==> config.mk <==
export PLATFORM = sky130hd
export DESIGN_NAME = tiny_project_mux_flat
export DESIGN_NICKNAME = d
export VERILOG_FILES = /design/src/rtl/tiny_project_mux_if.sv /design/src/rtl/tiny_project_mux.sv /design/src/flat_wrapper.sv
export SDC_FILE = /design/constraint.sdc
export NUM_CORES = 1
export LEC_CHECK = 0
export CAP_MARGIN = 0
export CORE_AREA = 5 5 258 260
export CTS_BUF_LIST = sky130_fd_sc_hd__clkbuf_8
export CTS_CLUSTER_SIZE = 40
export DETAILED_ROUTE_END_ITERATION = 7
export DIE_AREA = 0 0 263 265
export GPL_ROUTABILITY_DRIVEN = 0
export PLACE_DENSITY_LB_ADDON = 0.08
export RECOVER_POWER = 25
export SLEW_MARGIN = 20
export SYNTH_ARGS = -nofsm -noshare
export SYNTH_HDL_FRONTEND = slang
export SYNTH_SLANG_ARGS = --single-unit
==> constraint.sdc <==
create_clock -name wb_clk_i -period 5.8 [get_ports wb_clk_i]
set_input_delay 1.16 -clock wb_clk_i [delete_from_list [all_inputs] [get_ports wb_clk_i]]
set_output_delay 1.16 -clock wb_clk_i [all_outputs]
set_load 0.02 [all_outputs]
==> src/rtl/tiny_project_mux_if.sv <==
// tiny_project_mux_if: Wishbone classic slave port bundle for tiny_project_mux.
interface tiny_project_mux_if;
  logic        wbs_cyc_i;
  logic        wbs_stb_i;
  logic        wbs_we_i;
  logic [31:0] wbs_adr_i;
  logic [31:0] wbs_dat_i;
  logic [3:0]  wbs_sel_i;
  logic        wbs_ack_o;
  logic [31:0] wbs_dat_o;
  modport master (
    output wbs_cyc_i, wbs_stb_i, wbs_we_i, wbs_adr_i, wbs_dat_i, wbs_sel_i,
    input  wbs_ack_o, wbs_dat_o
  );
  modport slave (
    input  wbs_cyc_i, wbs_stb_i, wbs_we_i, wbs_adr_i, wbs_dat_i, wbs_sel_i,
    output wbs_ack_o, wbs_dat_o
  );
endinterface

==> src/rtl/tiny_project_mux.sv <==
// tiny_project_mux: Wishbone-selected pad mux for N_PROJ tiny projects with guarded switchover.
// Define TINY_MUX_IO_SYNC_EN to insert a 2-flop synchronizer on the io_in path.
module tiny_project_mux #(
  parameter int          N_PROJ   = 4,
  parameter int          IO_W     = 38,
  parameter int          GUARD    = 4,
  parameter logic [31:0] BASE_ADR = 32'h3000_0000
) (
  input  logic                     wb_clk_i,
  input  logic                     wb_rst_ni,
  tiny_project_mux_if.slave        bus,
  input  logic [IO_W-1:0]          io_in,
  output logic [IO_W-1:0]          io_out,
  output logic [IO_W-1:0]          io_oeb,
  output logic [N_PROJ*IO_W-1:0]   proj_io_in,
  input  logic [N_PROJ*IO_W-1:0]   proj_io_out,
  input  logic [N_PROJ*IO_W-1:0]   proj_io_oeb,
  output logic [N_PROJ-1:0]        proj_rst_n
);
  localparam int CW = GUARD > 1 ? $clog2(GUARD) : 1;
  localparam logic [1:0] IDLE = 2'd0, DRAIN = 2'd1, RELEASE = 2'd2, ACTIVE = 2'd3;
  logic [1:0]      state_q, state_d;
  logic [CW-1:0]   cnt_q, cnt_d;
  logic [7:0]      sel_q, sel_d, pend_sel_q, pend_sel_d, act_sel_q, act_sel_d;
  logic            en_q, en_d, err_q, err_d, ack_q, ack_d;
  logic [31:0]     dat_q, dat_d;
  logic            req, is_ctrl, is_stat, ctrl_wr, bad_wr, ok_wr, drain_done;
  logic [IO_W-1:0] io_in_s;
`ifdef TINY_MUX_IO_SYNC_EN
  logic [IO_W-1:0] sync1_q, sync2_q;
  always_ff @(posedge wb_clk_i or negedge wb_rst_ni)
    if (!wb_rst_ni) begin
      sync1_q <= '0;
      sync2_q <= '0;
    end else begin
      sync1_q <= io_in;
      sync2_q <= sync1_q;
    end
  assign io_in_s = sync2_q;
`else
  assign io_in_s = io_in;
`endif
  always_ff @(posedge wb_clk_i or negedge wb_rst_ni)
    if (!wb_rst_ni) begin
      state_q    <= IDLE;
      cnt_q      <= '0;
      sel_q      <= '0;
      en_q       <= 1'b0;
      pend_sel_q <= '0;
      act_sel_q  <= '0;
      err_q      <= 1'b0;
      ack_q      <= 1'b0;
      dat_q      <= '0;
    end else begin
      state_q    <= state_d;
      cnt_q      <= cnt_d;
      sel_q      <= sel_d;
      en_q       <= en_d;
      pend_sel_q <= pend_sel_d;
      act_sel_q  <= act_sel_d;
      err_q      <= err_d;
      ack_q      <= ack_d;
      dat_q      <= dat_d;
    end
  // A valid CTRL write always wins over the guard sequence, restarting or aborting it.
  always_comb begin
    req        = bus.wbs_cyc_i & bus.wbs_stb_i & ~ack_q;
    is_ctrl    = bus.wbs_adr_i == BASE_ADR;
    is_stat    = bus.wbs_adr_i == BASE_ADR + 32'h4;
    ctrl_wr    = req & bus.wbs_we_i & is_ctrl & bus.wbs_sel_i[3] & bus.wbs_sel_i[0];
    bad_wr     = ctrl_wr & bus.wbs_dat_i[31] & ({24'b0, bus.wbs_dat_i[7:0]} >= 32'(N_PROJ));
    ok_wr      = ctrl_wr & ~bad_wr;
    drain_done = state_q == DRAIN && cnt_q == CW'(GUARD - 1);
    ack_d      = req;
    dat_d      = (!req || bus.wbs_we_i) ? 32'h0 :
                 is_ctrl ? {en_q, 23'b0, sel_q} :
                 is_stat ? {15'b0, err_q, 6'b0, state_q, act_sel_q} : 32'h0;
    en_d       = ok_wr ? bus.wbs_dat_i[31] : en_q;
    sel_d      = ok_wr ? bus.wbs_dat_i[7:0] : sel_q;
    err_d      = bad_wr | (err_q & ~ok_wr);
    pend_sel_d = (ok_wr & bus.wbs_dat_i[31]) ? bus.wbs_dat_i[7:0] : pend_sel_q;
    state_d    = ok_wr ? (bus.wbs_dat_i[31] ? DRAIN : IDLE) :
                 drain_done ? RELEASE :
                 state_q == RELEASE ? ACTIVE : state_q;
    cnt_d      = (ok_wr || drain_done) ? '0 : state_q == DRAIN ? cnt_q + 1'b1 : cnt_q;
    act_sel_d  = (drain_done && !ok_wr) ? pend_sel_q : act_sel_q;
  end
  always_comb begin
    proj_rst_n = '0;
    io_out     = '0;
    io_oeb     = '1;
    proj_io_in = '0;
    for (int k = 0; k < N_PROJ; k++) begin
      if (state_q == RELEASE && pend_sel_q == 8'(k)) proj_rst_n[k] = 1'b1;
      if (state_q == ACTIVE && act_sel_q == 8'(k)) begin
        proj_rst_n[k]                 = 1'b1;
        io_out                        = proj_io_out[k*IO_W +: IO_W];
        io_oeb                        = proj_io_oeb[k*IO_W +: IO_W];
        proj_io_in[k*IO_W +: IO_W]    = io_in_s;
      end
    end
  end
  assign bus.wbs_ack_o = ack_q;
  assign bus.wbs_dat_o = dat_q;
endmodule

==> src/flat_wrapper.sv <==
// flat-port wrapper written by rule: the top's interface ports become plain ports
module tiny_project_mux_flat 
#(
  parameter int          N_PROJ   = 4,
  parameter int          IO_W     = 38,
  parameter int          GUARD    = 4,
  parameter logic [31:0] BASE_ADR = 32'h3000_0000
)
  (wb_clk_i, wb_rst_ni, io_in, io_out, io_oeb, proj_io_in, proj_io_out, proj_io_oeb, proj_rst_n, bus_wbs_cyc_i, bus_wbs_stb_i, bus_wbs_we_i, bus_wbs_adr_i, bus_wbs_dat_i, bus_wbs_sel_i, bus_wbs_ack_o, bus_wbs_dat_o);
  tiny_project_mux_if bus_i ();
  input  logic wb_clk_i;
  input  logic wb_rst_ni;
  input  logic [IO_W-1:0] io_in;
  output logic [IO_W-1:0] io_out;
  output logic [IO_W-1:0] io_oeb;
  output logic [N_PROJ*IO_W-1:0] proj_io_in;
  input  logic [N_PROJ*IO_W-1:0] proj_io_out;
  input  logic [N_PROJ*IO_W-1:0] proj_io_oeb;
  output logic [N_PROJ-1:0] proj_rst_n;
  input wire logic [$bits(bus_i.wbs_cyc_i)-1:0] bus_wbs_cyc_i;
  input wire logic [$bits(bus_i.wbs_stb_i)-1:0] bus_wbs_stb_i;
  input wire logic [$bits(bus_i.wbs_we_i)-1:0] bus_wbs_we_i;
  input wire logic [$bits(bus_i.wbs_adr_i)-1:0] bus_wbs_adr_i;
  input wire logic [$bits(bus_i.wbs_dat_i)-1:0] bus_wbs_dat_i;
  input wire logic [$bits(bus_i.wbs_sel_i)-1:0] bus_wbs_sel_i;
  output wire logic [$bits(bus_i.wbs_ack_o)-1:0] bus_wbs_ack_o;
  output wire logic [$bits(bus_i.wbs_dat_o)-1:0] bus_wbs_dat_o;
  assign bus_i.wbs_cyc_i = bus_wbs_cyc_i;
  assign bus_i.wbs_stb_i = bus_wbs_stb_i;
  assign bus_i.wbs_we_i = bus_wbs_we_i;
  assign bus_i.wbs_adr_i = bus_wbs_adr_i;
  assign bus_i.wbs_dat_i = bus_wbs_dat_i;
  assign bus_i.wbs_sel_i = bus_wbs_sel_i;
  assign bus_wbs_ack_o = bus_i.wbs_ack_o;
  assign bus_wbs_dat_o = bus_i.wbs_dat_o;
  tiny_project_mux #(.N_PROJ(N_PROJ), .IO_W(IO_W), .GUARD(GUARD), .BASE_ADR(BASE_ADR)) u_core (.wb_clk_i(wb_clk_i), .wb_rst_ni(wb_rst_ni), .bus(bus_i), .io_in(io_in), .io_out(io_out), .io_oeb(io_oeb), .proj_io_in(proj_io_in), .proj_io_out(proj_io_out), .proj_io_oeb(proj_io_oeb), .proj_rst_n(proj_rst_n));
endmodule
Yosys cells after proc, flatten, opt, wreduce, memory -nomap -nowiden. Cells that the tools add are included. Widths: inputs -> output; s select.

Register bits after elaboration: 63. Input bits: 415. Logic and storage cells: 85. Output and inout bits: 265.

$lt $le $gt $ge: 1. Equality and inequality tests: 12. Reductions and logical operators: 18. Add/sub/neg operators: 1. Bitwise operators: 15. Mux-type cells: 29.

Operator list (number): $mux 38 (12); $eq 32x30->1 const B (2); $mux 32 (2); $eq 8x2->1 const B (4); $mux 17 (1); $eq 8x1->1 const B (2); $logic_not 8->1 (2); $and 1x1->1 (11); $logic_and 1x1->1 (10); $mux 2 (5); $mux 1 (9); $ge 8x3->1 const B (1); $eq 2x2->1 const B (3); $not 1->1 (3); $reduce_bool 3->1 (1); $add 2x1->2 const B (1); $eq 2x1->1 const B (1); $logic_not 1->1 (2); $logic_or 1x1->1 (2); $reduce_bool 2->1 (1); $or 1x1->1 (1).

Depth between registers and ports, before layout. Gate-level depths: netlist (run 1).

Depth after elaboration: 13. Mapped depth: 7. Gate-level depth less buffers: 4.

Worst setup path after synthesis (run 1). No wires, ideal clock.

Kind: reg2out. Start point: reg u_core.act_sel_q[7]. End point: out io_out[34]. Path slack: 2486 ps. Buffers on the path: 2. Stages on the path, launching flop included: 7. Arrival time: 2154 ps. Data required time: 4640 ps. Path through: dfrtp_1 or4_1 buf_2 nor3_2 buf_2 a22oi_1 o21ai_0.

Longest elaborated chain between the ends: 6. Elaborated cells between the ends (all ways): 12. Those cells by class: 3 x eq/ne; 4 x mux; 5 x reduce/logical.

Ends and longest elaborated chain: start: declaration (RTL line tiny_project_mux.sv:24) `logic [7:0] sel_q, sel_d, pend_sel_q, pend_sel_d, act_sel_q, act_sel_d;`; start signal: assignment (RTL line tiny_project_mux.sv:60) `act_sel_q <= act_sel_d;`; $logic_not 8->1 (RTL line tiny_project_mux.sv:95) `if (state_q == ACTIVE && act_sel_q == 8'(k)) begin`; $logic_and 1x1->1 (RTL line tiny_project_mux.sv:95); $mux 38 (3 in series) (RTL line tiny_project_mux.sv:95); $mux 38 (*) (RTL line tiny_project_mux.sv:95); end: declaration (RTL line flat_wrapper.sv:14) `output logic [IO_W-1:0] io_out;`.

Every way passes the cells marked *; elsewhere a longest branch is shown, timed or not.

Worst setup path in the final report (run 1).
Start point: reg u_core.act_sel_q[7]. End point: out proj_io_in[60].

Longest elaborated chain between the ends: 3.

Ends and longest elaborated chain: $eq 8x1->1 (RTL line tiny_project_mux.sv:95); $logic_and 1x1->1 (RTL line tiny_project_mux.sv:95); $mux 38 (RTL line tiny_project_mux.sv:95); end: declaration (RTL line flat_wrapper.sv:16) `output logic [N_PROJ*IO_W-1:0] proj_io_in;`.

Every way passes these cells.

==> reports/qor.yml, run 1 <==
status: "finished, violations left"
violations: "max-capacitance violations, max-slew violations"
syn_area_um2: 5310
clkLatencyLatePin_ns: 0.30
yosys.area_share.simple_pct: 36.6
core_area_um2: 63900
grt_max_degree: 83
clk_pin_slew_ns: 0.09
min_period_over_period_pct: 80.5
ys_warn_count: 0
vdd_drop_max_mv: 0.135
grt_pass1_wl_mm: 74.7
synth-seq-cells: 43
layout.cells.most_common_list: "clkdlybuf4s50_1 (617), nor2_1 (84), and2_1 (79)"
post-cts-setup-buffers: 0
swShare_pct: 23.1
htreeDepth: 2
die_h_um: 265
dp_hpwl_mm: 47.2
port-buffer-count: 634
clock.fmax_mhz: 214
vias: 8310
holdWs_ns: 0.512
critPathBufInv: 2
dieArea_um2: 69700
rsz0062_at_grt: "no"
initial_core_util_pct: 8.31
route.detailed.drc: 0
cts_inserted_buffers: 5
slew_headroom_pct: -75.0
cp-start-kind: "register"
cts_num_sinks: 43
fin_setup_tns_ns: 0
path_max_fanout: 25
synth_edf_count: 0
num-fill-cells: 7149
num-nets-final: 1766
clockPowerShare_pct: 28.5
area_delta_synth_final_pct: 139
drive_gt1_share_pct: 4.96
cp-end-kind: "output pin"
drt_wl_total_mm: 56.2
final_util_pct: 19.9
synth-async-reset-ratio_pct: 100
finalSetupViolations: 0
drt_iter0_drc: 402
synth.avg_cell_area_um2: 6.95
synthMuxAreaShare_pct: 4.22
placementRows: 93
wl_per_cell_um: 25.4
switching_power_uw: 204
die_x_um: 263
dr.pass1.iters: 4
hold_path.class: "reg2reg"
power.internal_uw: 679
critPathTopFamily: "simple AND/OR/NAND/NOR gates"
synthCells: 764
pwr_density_cell_nw_per_um2: 69.7
p_seq_share_pct: 33.9
viasPerCell: 3.76
cts_tree: "built"
ys_seq_area_share_pct: 20.3
synth-compound-area-share_pct: 28.8
power_uw: 884
maxSlewViolCount: 44
pin_count: 680
synthXorXnorAreaFrac_pct: 0
first_global_vias: 8417
cts-root-buf: "clkbuf_8"
place_ws_ns: 1.29
required_ns: 4.64
slowest_stage: "or4_1"
cts_repair_resize_count: 0
ant_nets: 0
grt_usage_pct: 14.9
fin_worst_skew_ns: 0.00242
maxCapViolations: 1
final_common_cell: "clkdlybuf4s50_1"
finalCriticalPeriod_ns: 4.67
critPathMaxStageDelay_ns: 0.77
yosys.area_share.adder_pct: 0.236
ys.flop_type: "dfrtp_1"
synth_top_family_by_area: "simple AND/OR/NAND/NOR gates"
path_class: "reg2out"
cts_buffer_depth: 2
hold_viol_final: 0
synth_cell_type_count: 42
holdBufCountCts: 0
gr-total-overflow: 0
grt_antenna_before_repair: 18
crit_chain: "or4_1 > nor2_4 > buf_4 > and3_1 > clkdlybuf4s50_1"
cp_data_arrival_time_ns: 3.51
p_leak_nw: 4.94
pwr-share-comb_pct: 37.5
worstMarginPinSlew_ns: 2.63
setup_ws_ns: 1.13
## cells in the mapped netlist, types with 14 or more instances
cell type	instances	share of area (%)
and2_1	82	9.7
o22ai_1	19	2.2
inv_1	16	1.1
o21bai_1	18	2.5
and3_1	78	9.2
nand2_1	50	3.5
nor3_1	15	1.4
a21oi_1	72	6.8
clkbuf_1	58	4.1
o21ai_0	29	2.7
a22oi_1	25	3.5
o221a_2	17	3.6
a221o_1	22	4.1
nor2_1	85	6.0
buf_2	14	1.3
buf_4	20	2.8
dfrtp_1	43	20
## power groups by stage
stage                     clock network, mW  logic (mW)  registers, mW
after global routing                  0.275       0.350          0.300
after CTS                             0.264       0.335          0.300
after global placement                    0       0.331          0.306
final                                 0.252       0.332          0.300
after floorplan                           0      0.0419          0.307
after detailed placement                  0       0.333          0.306
## final timing paths
kind | startpoint | end | slack, ns | cells past startpoint
worst min register to register | u_core.sel_q[5] | u_core.sel_q[5] | 0.51 | 1
worst max-delay path | u_core.act_sel_q[7] | proj_io_in[60] | 1.13 | 5
worst min-delay path | u_core.sel_q[5] | u_core.sel_q[5] | 0.51 | 1
min in group asynchronous | wb_rst_ni | u_core.bus.wbs_dat_o[5] | 1.67 | 1
worst max register to register | u_core.bus.wbs_ack_o | u_core.sel_q[1] | 3.52 | 4
max in group asynchronous | wb_rst_ni | u_core.pend_sel_q[1] | 2.64 | 1
## flip-flops by register name (all words and copies together), names as in the netlist
| signal | cells |
|---|---|
| u_core.en_q | 1 |
| u_core.sel_q | 8 |
| u_core.bus.wbs_ack_o | 1 |
| u_core.cnt_q | 2 |
| u_core.act_sel_q | 8 |
| u_core.state_q | 2 |
| u_core.bus.wbs_dat_o | 12 |
| u_core.err_q | 1 |
| u_core.pend_sel_q | 8 |
## layout make-up
type	instances	area (um^2)	area share (%)
clock buffers	6	82.6	0.651
inverters	16	60.1	0.473
diodes	4	10.0	0.0789
well taps	855	1070	8.43
repair buffers	658	6550	51.6
multi-input cells	626	3810	30.0
clock inverters	2	35.0	0.276
flip-flops and latches	43	1080	8.48
## logic make-up (layout without fill, tap and decap cells)
| logic type | after synthesis | in the layout |
|---|---|---|
| AND/OR/NAND/NOR | 360 | 360 |
| AO/OA/AOI/OAI | 224 | 224 |
| buffers and inverters | 114 | 682 |
| flip-flops | 43 | 43 |
| multiplexers | 21 | 21 |
| adder cells (fa/ha/maj) | 1 | 1 |
| other | 1 | 24 |
## layer usage
metal	GRT usage, %	wire length [um]	vias to the layer above
met1	17.4	22000	3985
met2	28.9	30300	370
met4	0.970	293	2
met5	0	17	-
li1	-	-	3918
met3	3.22	3540	35
## through the flow
step / cells / cell area (um^2)
after CTS: 2206 / 12700
after global placement: 2198 / 12600
after floorplan: 783 / 5380
after global routing: 2207 / 12700
final: 2210 / 12700
after detailed placement: 2198 / 12600
(Power assumes the default switching activity.)
==> run 2: changes to the inputs <==
CORE_AREA = 5 5 260 262   (was 5 5 258 260)
DIE_AREA = 0 0 265 267   (was 0 0 263 265)
clock period = 4.2 ns   (was 5.8 ns; I/O delays follow)
==> reports/qor.yml, run 2 (synthesized netlist as in run 1, its figures left out) <==
place_ws_ns: 0.421  # -0.873 ns
pwr-share-comb_pct: 36.8  # -0.7 points
pwr_density_cell_nw_per_um2: 95.4  # +37%
dp_hpwl_mm: 45.0  # -4.6%
cp-end-kind: "output pin"
cts_num_sinks: 43  # unchanged
slowest_stage: "or4_1"
worstMarginPinSlew_ns: 2.57  # -0.0568 ns
grt_antenna_before_repair: 20  # +2
first_global_vias: 8387  # -0.36%
status: "finished, violations left"
final_common_cell: "clkdlybuf4s50_1"
p_leak_nw: 5.01  # +1.5%
die_h_um: 267  # +0.75%
holdBufCountCts: 0  # unchanged
dpl_cell_area_um2: 12700  # +0.87%
num-fill-cells: 7299  # +2.1%
critPathBufInv: 2  # unchanged
swShare_pct: 23.1  # about the same
required_ns: 3.36  # -1.28 ns
vdd_drop_max_mv: 0.108  # -20%
grt_max_degree: 83  # unchanged
clk_pin_slew_ns: 0.09  # about the same
htreeDepth: 2  # unchanged
maxCapViolations: 1  # unchanged
final_util_pct: 19.6  # -0.22 points
critPathTopFamily: "simple AND/OR/NAND/NOR gates"
switching_power_uw: 282  # +38%
vias: 8180  # -1.6%
dieArea_um2: 70800  # +1.5%
fin_worst_skew_ns: 0.00603  # +0.00360 ns
cts-root-buf: "clkbuf_8"
ant_nets: 0  # unchanged
finalCriticalPeriod_ns: 4.05
path_class: "reg2out"
dr.pass1.iters: 4  # unchanged
rsz0062_at_grt: "no"
die_x_um: 265  # +0.76%
cp_data_arrival_time_ns: 3.21  # -0.30 ns
grt_usage_pct: 13.7  # -1.1 points
violations: "max-capacitance violations, max-slew violations"
pin_count: 680  # unchanged
drive_gt1_share_pct: 6.32  # +1.4 points
num-nets-final: 1776  # +0.57%
grt_pass1_wl_mm: 70.2  # -6.0%
setup_ws_ns: 0.153  # -0.980 ns
finalSetupViolations: 0  # unchanged
post-cts-setup-buffers: 0  # unchanged
critPathMaxStageDelay_ns: 0.75  # -0.02 ns
largest_register_ffs: 12  # unchanged
cp-start-kind: "register"
cts_tree: "built"
layout.cells.most_common_list: "clkdlybuf4s50_1 (606), nor2_1 (84), and2_1 (82)"
cts_buffer_depth: 2  # unchanged
slew_headroom_pct: -71.3  # +3.8 points
clock.fmax_mhz: 247
power.internal_uw: 939  # +38%
r2r_slack_ns: 1.80  # -1.72 ns
clockPowerShare_pct: 29.3  # +0.8 points
initial_core_util_pct: 8.15  # -0.16 points
drt_wl_total_mm: 53.2  # -5.2%
placementRows: 94  # +1.1%
min_period_over_period_pct: 96.4
p_seq_share_pct: 33.9  # about the same
hold_viol_final: 0  # unchanged
clkLatencyLatePin_ns: 0.31  # about the same
fin_setup_tns_ns: 0  # unchanged
port-buffer-count: 634  # unchanged
viasPerCell: 3.66  # -2.6%
cts_inserted_buffers: 5  # unchanged
gr-total-overflow: 0  # unchanged
crit_chain: "or4_1 > nor4_4 > buf_12 > a221o_1 > clkdlybuf4s50_1"
cts_repair_resize_count: 0  # unchanged
area_delta_synth_final_pct: 141
drt_iter0_drc: 342  # -15%
finalInstanceArea_um2: 12800  # +0.89%
path_max_fanout: 82  # +230%
route.detailed.drc: 0  # unchanged
core_area_um2: 65200  # +2.0%
maxSlewViolCount: 44  # unchanged
wl_per_cell_um: 23.8  # -6.3%
hold_path.class: "reg2reg"
## run 2: cell count changes in the layout (fill, tap and decap cells not counted), sizes merged
cell	delta
buf	+18
clkbuf	+3
diode	+5
clkdlybuf4s50	-11
## run 2: cell type report
class                      count  area [um^2]  share of cell area, %
multi-input combinational    626         3810                   29.8
sequential                    43         1080                   8.41
clock inverter                 2         35.0                  0.274
timing repair buffer         668         6630                   51.8
tap                          864         1080                   8.45
antenna                        9         22.5                  0.176
inverter                      16         60.1                  0.469
clock buffer                   6         82.6                  0.645
## run 2: path summary, 6_finish.rpt
kind                                      startpoint                       to  cells past startpoint
worst max register to register  u_core.bus.wbs_ack_o          u_core.sel_q[5]                      5
max in group asynchronous                  wb_rst_ni     u_core.bus.wbs_ack_o                      1
worst min register to register       u_core.sel_q[7]          u_core.sel_q[7]                      1
worst max-delay path             u_core.act_sel_q[6]                io_out[6]                      5
worst min-delay path                 u_core.sel_q[7]          u_core.sel_q[7]                      1
min in group asynchronous                  wb_rst_ni  u_core.bus.wbs_dat_o[4]                      1
## run 2: power groups by stage
stage | Sequential, mW | Combinational, mW | Clock (mW)
after global placement | 0.423 | 0.449 | 0
after global routing | 0.415 | 0.477 | 0.382
after floorplan | 0.423 | 0.0578 | 0
after detailed placement | 0.423 | 0.453 | 0
after CTS | 0.415 | 0.456 | 0.370
final | 0.415 | 0.449 | 0.357
## run 2: stage by stage
stage | cells | total power [mW] | hold WS, ns
2_1_floorplan | 783 | 0.481 | 0.475
3_3_place_gp | 2217 | 0.872 | 0.490
3_5_place_dp | 2217 | 0.876 | 0.495
4_1_cts | 2225 | 1.24 | 0.516
5_1_grt | 2230 | 1.27 | 0.528
6_report | 2234 | 1.22 | 0.512
## run 2: worst reg2reg max path: cells and delay by family, from the launching register on
family	cells	cell delay (ns)
AND/OR/NAND/NOR	3	1.10
buffers and inverters	1	0.41
multiplexers	1	0.39
flip-flops	1	0.41
## run 2: routing by layer
| metal | share of wire [%] | track usage, % | vias up |
|---|---|---|---|
| li1 | - | - | 3936 |
| met1 | 39 | 15.7 | 3840 |
| met2 | 53 | 26.3 | 362 |
| met3 | 7.4 | 3.75 | 40 |
| met4 | 0.80 | 1.37 | 2 |
| met5 | 0.038 | 0 | - |
